[config.mk]
export PLATFORM = sky130hd
export DESIGN_NAME = led_share_sched_flat
export DESIGN_NICKNAME = d
export VERILOG_FILES = /design/src/rtl/led_share_sched_pkg.sv /design/src/rtl/led_share_sched_if.sv /design/src/rtl/led_share_sched_rr_pick.sv /design/src/rtl/led_share_sched.sv /design/src/flat_wrapper.sv
export SDC_FILE = /design/constraint.sdc
export NUM_CORES = 1
export LEC_CHECK = 0
export ABC_AREA = 1
export CORE_ASPECT_RATIO = 0.75
export CORE_MARGIN = 2
export CORE_UTILIZATION = 25
export DETAILED_ROUTE_END_ITERATION = 7
export SYNTH_ARGS = -nofsm -noshare
export SYNTH_HDL_FRONTEND = slang
export SYNTH_HIERARCHICAL = 1
export SYNTH_SLANG_ARGS = --single-unit
[constraint.sdc]
create_clock -name clk -period 2.7 [get_ports clk]
set_input_delay 0.81 -clock clk [delete_from_list [all_inputs] [get_ports clk]]
set_output_delay 0.81 -clock clk [all_outputs]
set_load 0.03 [all_outputs]
[src/rtl/led_share_sched_pkg.sv]
// Shared types and constants for the LED display-sharing scheduler.
package led_share_pkg;

    typedef enum logic {
        IDLE = 1'b0,
        HOLD = 1'b1
    } state_t;

    localparam int LED_W    = 8;
    localparam int NREQ_MAX = 8;

endpackage

[src/rtl/led_share_sched_if.sv]
// Source-side and LED-side signals of the display-sharing scheduler.
interface led_share_sched_if #(
    parameter int NREQ  = 4,
    parameter int NTAPS = 6
);
    import led_share_pkg::*;

    logic [NTAPS-1:0]      taps;
    logic [NREQ-1:0]       req;
    logic [LED_W*NREQ-1:0] data;
    logic [NREQ-1:0]       grant;
    logic [LED_W-1:0]      val;
    logic                  busy;

    modport master (output taps, output req, output data,
                    input grant, input val, input busy);
    modport slave  (input taps, input req, input data,
                    output grant, output val, output busy);

endinterface

[src/rtl/led_share_sched_rr_pick.sv]
// Combinational round-robin picker: first requester after 'last', with 'last' itself checked last.
module rr_pick #(
    parameter int NREQ  = 4,
    parameter int IDX_W = $clog2(NREQ)
) (
    input  logic [NREQ-1:0]  req,
    input  logic [IDX_W-1:0] last,
    output logic             any,
    output logic [IDX_W-1:0] winner
);

    int j;

    // Scan from the farthest candidate down so the nearest one after 'last' overwrites.
    always_comb begin
        any    = |req;
        winner = last;
        j      = 0;
        for (int i = NREQ; i >= 1; i--) begin
            j = int'(last) + i;
            if (j >= NREQ) j = j - NREQ;
            if (req[j]) winner = IDX_W'(j);
        end
    end

endmodule

[src/rtl/led_share_sched.sv]
// Time-sliced round-robin owner of the 8-LED bank; dwell measured in timebase tap edges.
//  state | meaning
//  IDLE  | no owner, display shows IDLE_VAL
//  HOLD  | owner 'last_q' drives the display until release or dwell expiry
module led_share_sched
    import led_share_pkg::*;
#(
    parameter int             NREQ     = 4,
    parameter int             NTAPS    = 6,
    parameter int             TAP_SEL  = 3,
    parameter int             DWELL    = 4,
    parameter logic [LED_W-1:0] IDLE_VAL = 8'h00
) (
    input  logic           clk,
    input  logic           rst_n,
    led_share_sched_if.slave bus
);

    localparam int IDX_W = $clog2(NREQ);
    localparam int CNT_W = $clog2(DWELL) + 1;

    state_t             state_q, state_d;
    logic [IDX_W-1:0]   last_q, last_d;
    logic [CNT_W-1:0]   cnt_q, cnt_d;
    logic [NREQ-1:0]    grant_q, grant_d;
    logic [LED_W-1:0]   val_q, val_d;
    logic               tap_q;
    logic               tick, expire;
    logic               any;
    logic [IDX_W-1:0]   winner;
    logic [LED_W-1:0]   win_byte, own_byte;
    logic               unused_taps;

    rr_pick #(.NREQ(NREQ), .IDX_W(IDX_W)) u_pick (
        .req    (bus.req),
        .last   (last_q),
        .any    (any),
        .winner (winner)
    );

    assign tick        = bus.taps[TAP_SEL] & ~tap_q;
    assign expire      = tick && (cnt_q == CNT_W'(DWELL - 1));
    assign win_byte    = bus.data[LED_W*int'(winner) +: LED_W];
    assign own_byte    = bus.data[LED_W*int'(last_q) +: LED_W];
    assign unused_taps = ^bus.taps;

    always_ff @(posedge clk or negedge rst_n) begin
        if (!rst_n) begin
            state_q <= IDLE;
            last_q  <= IDX_W'(NREQ - 1);
            cnt_q   <= '0;
            grant_q <= '0;
            val_q   <= IDLE_VAL;
            tap_q   <= 1'b0;
        end else begin
            state_q <= state_d;
            last_q  <= last_d;
            cnt_q   <= cnt_d;
            grant_q <= grant_d;
            val_q   <= val_d;
            tap_q   <= bus.taps[TAP_SEL];
        end
    end

    always_comb begin
        state_d = state_q;
        last_d  = last_q;
        cnt_d   = cnt_q;
        grant_d = grant_q;
        val_d   = val_q;
        unique case (state_q)
            IDLE: begin
                grant_d = '0;
                val_d   = IDLE_VAL;
                if (any) begin
                    state_d = HOLD;
                    last_d  = winner;
                    grant_d = NREQ'(1) << winner;
                    val_d   = win_byte;
                    cnt_d   = '0;
                end
            end
            HOLD: begin
                // Release wins over expiry and always leaves a one-cycle IDLE gap.
                if (!bus.req[last_q]) begin
                    state_d = IDLE;
                    grant_d = '0;
                    val_d   = IDLE_VAL;
                    cnt_d   = '0;
                end else if (expire) begin
                    cnt_d = '0;
                    val_d = own_byte;
                    if (winner != last_q) begin
                        last_d  = winner;
                        grant_d = NREQ'(1) << winner;
                        val_d   = win_byte;
                    end
                end else begin
                    val_d = own_byte;
                    if (tick) cnt_d = cnt_q + CNT_W'(1);
                end
            end
            default: begin
                state_d = IDLE;
                grant_d = '0;
                val_d   = IDLE_VAL;
            end
        endcase
    end

    assign bus.grant = grant_q;
    assign bus.val   = val_q;
    assign bus.busy  = (state_q == HOLD);

endmodule

[src/flat_wrapper.sv]
// flat-port wrapper written by rule: the top's interface ports become plain ports
module led_share_sched_flat import led_share_pkg::*;
#(
    parameter int             NREQ     = 4,
    parameter int             NTAPS    = 6,
    parameter int             TAP_SEL  = 3,
    parameter int             DWELL    = 4,
    parameter logic [LED_W-1:0] IDLE_VAL = 8'h00
)
  (clk, rst_n, bus_taps, bus_req, bus_data, bus_grant, bus_val, bus_busy);
  led_share_sched_if #(.NREQ(NREQ), .NTAPS(NTAPS)) bus_i ();
  input  logic clk;
  input  logic rst_n;
  input wire logic [$bits(bus_i.taps)-1:0] bus_taps;
  input wire logic [$bits(bus_i.req)-1:0] bus_req;
  input wire logic [$bits(bus_i.data)-1:0] bus_data;
  output wire logic [$bits(bus_i.grant)-1:0] bus_grant;
  output wire logic [$bits(bus_i.val)-1:0] bus_val;
  output wire logic [$bits(bus_i.busy)-1:0] bus_busy;
  assign bus_i.taps = bus_taps;
  assign bus_i.req = bus_req;
  assign bus_i.data = bus_data;
  assign bus_grant = bus_i.grant;
  assign bus_val = bus_i.val;
  assign bus_busy = bus_i.busy;
  led_share_sched #(.NREQ(NREQ), .NTAPS(NTAPS), .TAP_SEL(TAP_SEL), .DWELL(DWELL), .IDLE_VAL(IDLE_VAL)) u_core (.clk(clk), .rst_n(rst_n), .bus(bus_i));
endmodule
==> metrics.csv <==
stage;metric;value;unit
status;status;completed;
critical_path;critPathKind;reg2reg;
clock_tree;clock_latency;0.26;ns
floorplan;coreArea;7330;sq um
clock_tree;clock_sinks;19;
pwr;power_frac_comb;0.775;
placement;dpl_cell_area;2660;sq um
yosys;avgSynthCellArea;5.58;sq um
yosys;synth-main-ff-cell;dfrtp_1;
timing;finalCriticalPeriod;2.36;ns
yosys;synthArstFlopShare;1.00;
floorplan;die_area;8260;sq um
pwr;clkPwrFrac;0.066;
floorplan;rows;27;
clock_tree;cts_made_buffers;3;
min_path;hp-class;reg2reg;
clock_tree;clockBufferDepth;2;
drt;drc;0;
timing;finalSetupViolCount;0;
timing;rsz0062_at_grt;false;
timing;slew_headroom;0.720;
finish;final_cells;513;
yosys;synth_cell_types;24;
drt;wirelength;5620;um
pwr;seq_power_share;0.158;
placement;place_inst;507;
global_route;antenna_found_initial;0;
global_route;gr-total-overflow;0;
pwr;power;3060;uW
clock_tree;cts_hold_buffers;0;
drt;drtIter0Drc;107;
timing;slew_violations;0;
yosys;synth-edff-count;0;
clock_tree;cts_tree;done;
placement;portBuffers;51;
timing;fmax;424;MHz
yosys;synth_top_area_frac;0.313;
finish;layout_commonest_cell;nand2_1;
yosys;synthTopCellsByArea;nand2_1 31%, dfrtp_1 23%, nand3_1 11%;
drt;vias;2205;
timing;finalCritPeriodShare;0.874;
pwr;peakVddDrop;0.513;mV
finish;final_cell_mix;152 x nand2_1, 51 x inv_1, 47 x clkdlybuf4s50_1;
timing;tightest_slew;0.419;ns
clock_tree;cts_root_buf;clkbuf_8;
yosys;synth_seq_cells;19;
timing;fin_worst_skew;0.00351;ns
drt;via_per_inst;4.30;
critical_path;critPathMaxFanout;14;
finish;area_delta_synth_final;46.1;%
pwr;p_int;1470;uW
placement;hpwl;4280;um
placement;place.gp.congestion;0.752;
drt;route.detailed.wl_per_inst;10.9;um
drt;drtAntennaViolNets;0;
finish;nNetsFinal;458;
yosys;syn_area;1890;sq um
finish;fin_util;0.376;
critical_path;cp.required;2.84;ns
global_route;grt_max_degree;20;
yosys;syn_nets;383;
yosys;synthCells;338;
run;maxCapViolations;0;
pwr;leakagePower;0.00156;uW
clock_tree;htreeDepth;1;
pwr;p_sw;1590;uW
global_route;grt_usage;0.136;
floorplan;die_width;104;um
yosys;yosysSeqAreaShare;0.253;
finish;finish.instance_area;2750;sq um
clock_tree;path_clk_slew;0.08;ns
global_route;grt_pass1_vias;2067;
critical_path;start_kind;register;
yosys;yosysWarnings;6;
pwr;powerDensity;1110;nW/um^2
finish;final_layout_size_suffix_gt1_frac;0.158;
finish;num_antenna_cells;0;
timing;tns;0;ns
yosys;yosys.area.top_type;nand2_1;
timing;hold_viol_final;0;
pwr;p_sw_frac;0.520;
drt;firstDrtPassIters;5;
floorplan;fp.dieH;79.2;um
floorplan;start_util;0.257;
floorplan;io_pins;57;
critical_path;setup.worst_path.end_class;register;
global_route;grt_pass1_wl;9220;um
critical_path;crit_arrival;2.50;ns
[power groups by stage]
| stage | combinational (uW) | sequential, uW | clock, uW |
|---|---|---|---|
| CTS | 2280 | 485 | 216 |
| floorplan | 1340 | 605 | 0 |
| global route | 2660 | 501 | 224 |
| finish | 2370 | 484 | 203 |
| global placement | 2230 | 489 | 0 |
| detailed placement | 2260 | 489 | 0 |
[worst paths after layout]
| path | cells past startpoint | slack [ns] | start | to |
|---|---|---|---|---|
| min in group asynchronous | 2 | 0.89 | rst_n | u_core/tap_q |
| hold / removal | 2 | 0.48 | u_core/cnt_q[1] | u_core/cnt_q[1] |
| setup / recovery | 15 | 0.34 | u_core/last_q[0] | u_core/bus.val[4] |
| max in group asynchronous | 2 | 1.54 | rst_n | u_core/last_q[1] |
| setup reg to reg | 15 | 0.34 | u_core/last_q[0] | u_core/bus.val[4] |
| hold reg to reg | 2 | 0.48 | u_core/cnt_q[1] | u_core/cnt_q[1] |
[sequential cells by signal (all words and copies together) (netlist names)]
name,flops
u_core/bus.val,8
u_core/bus.grant,4
u_core/cnt_q,3
u_core/last_q,2
u_core/bus.busy,1
u_core/tap_q,1
[per-layer routing]
metal  up-vias  routed length, um  part of all wire  global-route usage
li1       1171                  -                 -                   -
met1       963               2670              0.48               0.182
met2        69               2570              0.46               0.230
met3         2                368             0.066              0.0279
met4         0                  7            0.0012              0.0189
met5         -                  0                 0                   0
[cell type report]
cell class	instances	area (sq um)
Timing Repair Buffer	79	743
Clock buffer	3	41.3
Multi-Input combinational cell	250	1130
Clock inverter	1	5.00
Inverter	60	234
Fill cell	813	4580
Tap cell	101	126
Sequential cell	19	478
[through the flow]
step,setup WS [ns],hold WS [ns]
final,0.341,0.478
after global routing,0.128,0.487
after CTS,0.0113,0.486
after detailed placement,-0.325,0.466
after global placement,-0.243,0.461
after floorplan,0.552,0.446
[repair_timing]
| item | 4_1_cts | 5_1_grt |
|---|---|---|
| buffers inserted | 0 | 2 |
| endpoints found under the setup margin | 7 | 13 |
| pin swaps | 1 | 3 |
| gates resized for setup | 2 | 9 |
| hold endpoints to repair | 0 | 0 |
[worst max-delay path: stages, from the launching register on]
cell and delay [ns]:
dfstp_2 0.75, nand2_1 0.16, o21ai_4 0.10, nand2_2 0.07
nand2_1 0.06, nand3_1 0.08, nand2_1 0.09, nand2_2 0.11
inv_2 0.11, nand2_1 0.06, nand2_2 0.10, nor2_1 0.07
nor2_4 0.24, nand2_1 0.08, nand3_1 0.08, nand2_1 0.07
[logic make-up after synthesis]
logic type	after synthesis	synth area share
simple gates	230	0.517
buf+inv	69	0.163
flops	19	0.253
compound gates	18	0.0557
xor+xnor	1	0.00465
fa+ha+maj	1	0.00663
[cells in the mapped netlist, types with 2 or more instances]
| master | instances |
|---|---|
| buf_2 | 4 |
| buf_6 | 4 |
| dfrtp_1 | 17 |
| dfstp_2 | 2 |
| inv_1 | 51 |
| inv_2 | 7 |
| nand2_1 | 157 |
| nand2_2 | 10 |
| nand3_1 | 42 |
| nand4_1 | 2 |
| nor2_1 | 13 |
| nor2_2 | 2 |
| o21ai_0 | 16 |
Power figures use the tool's default switching activity.
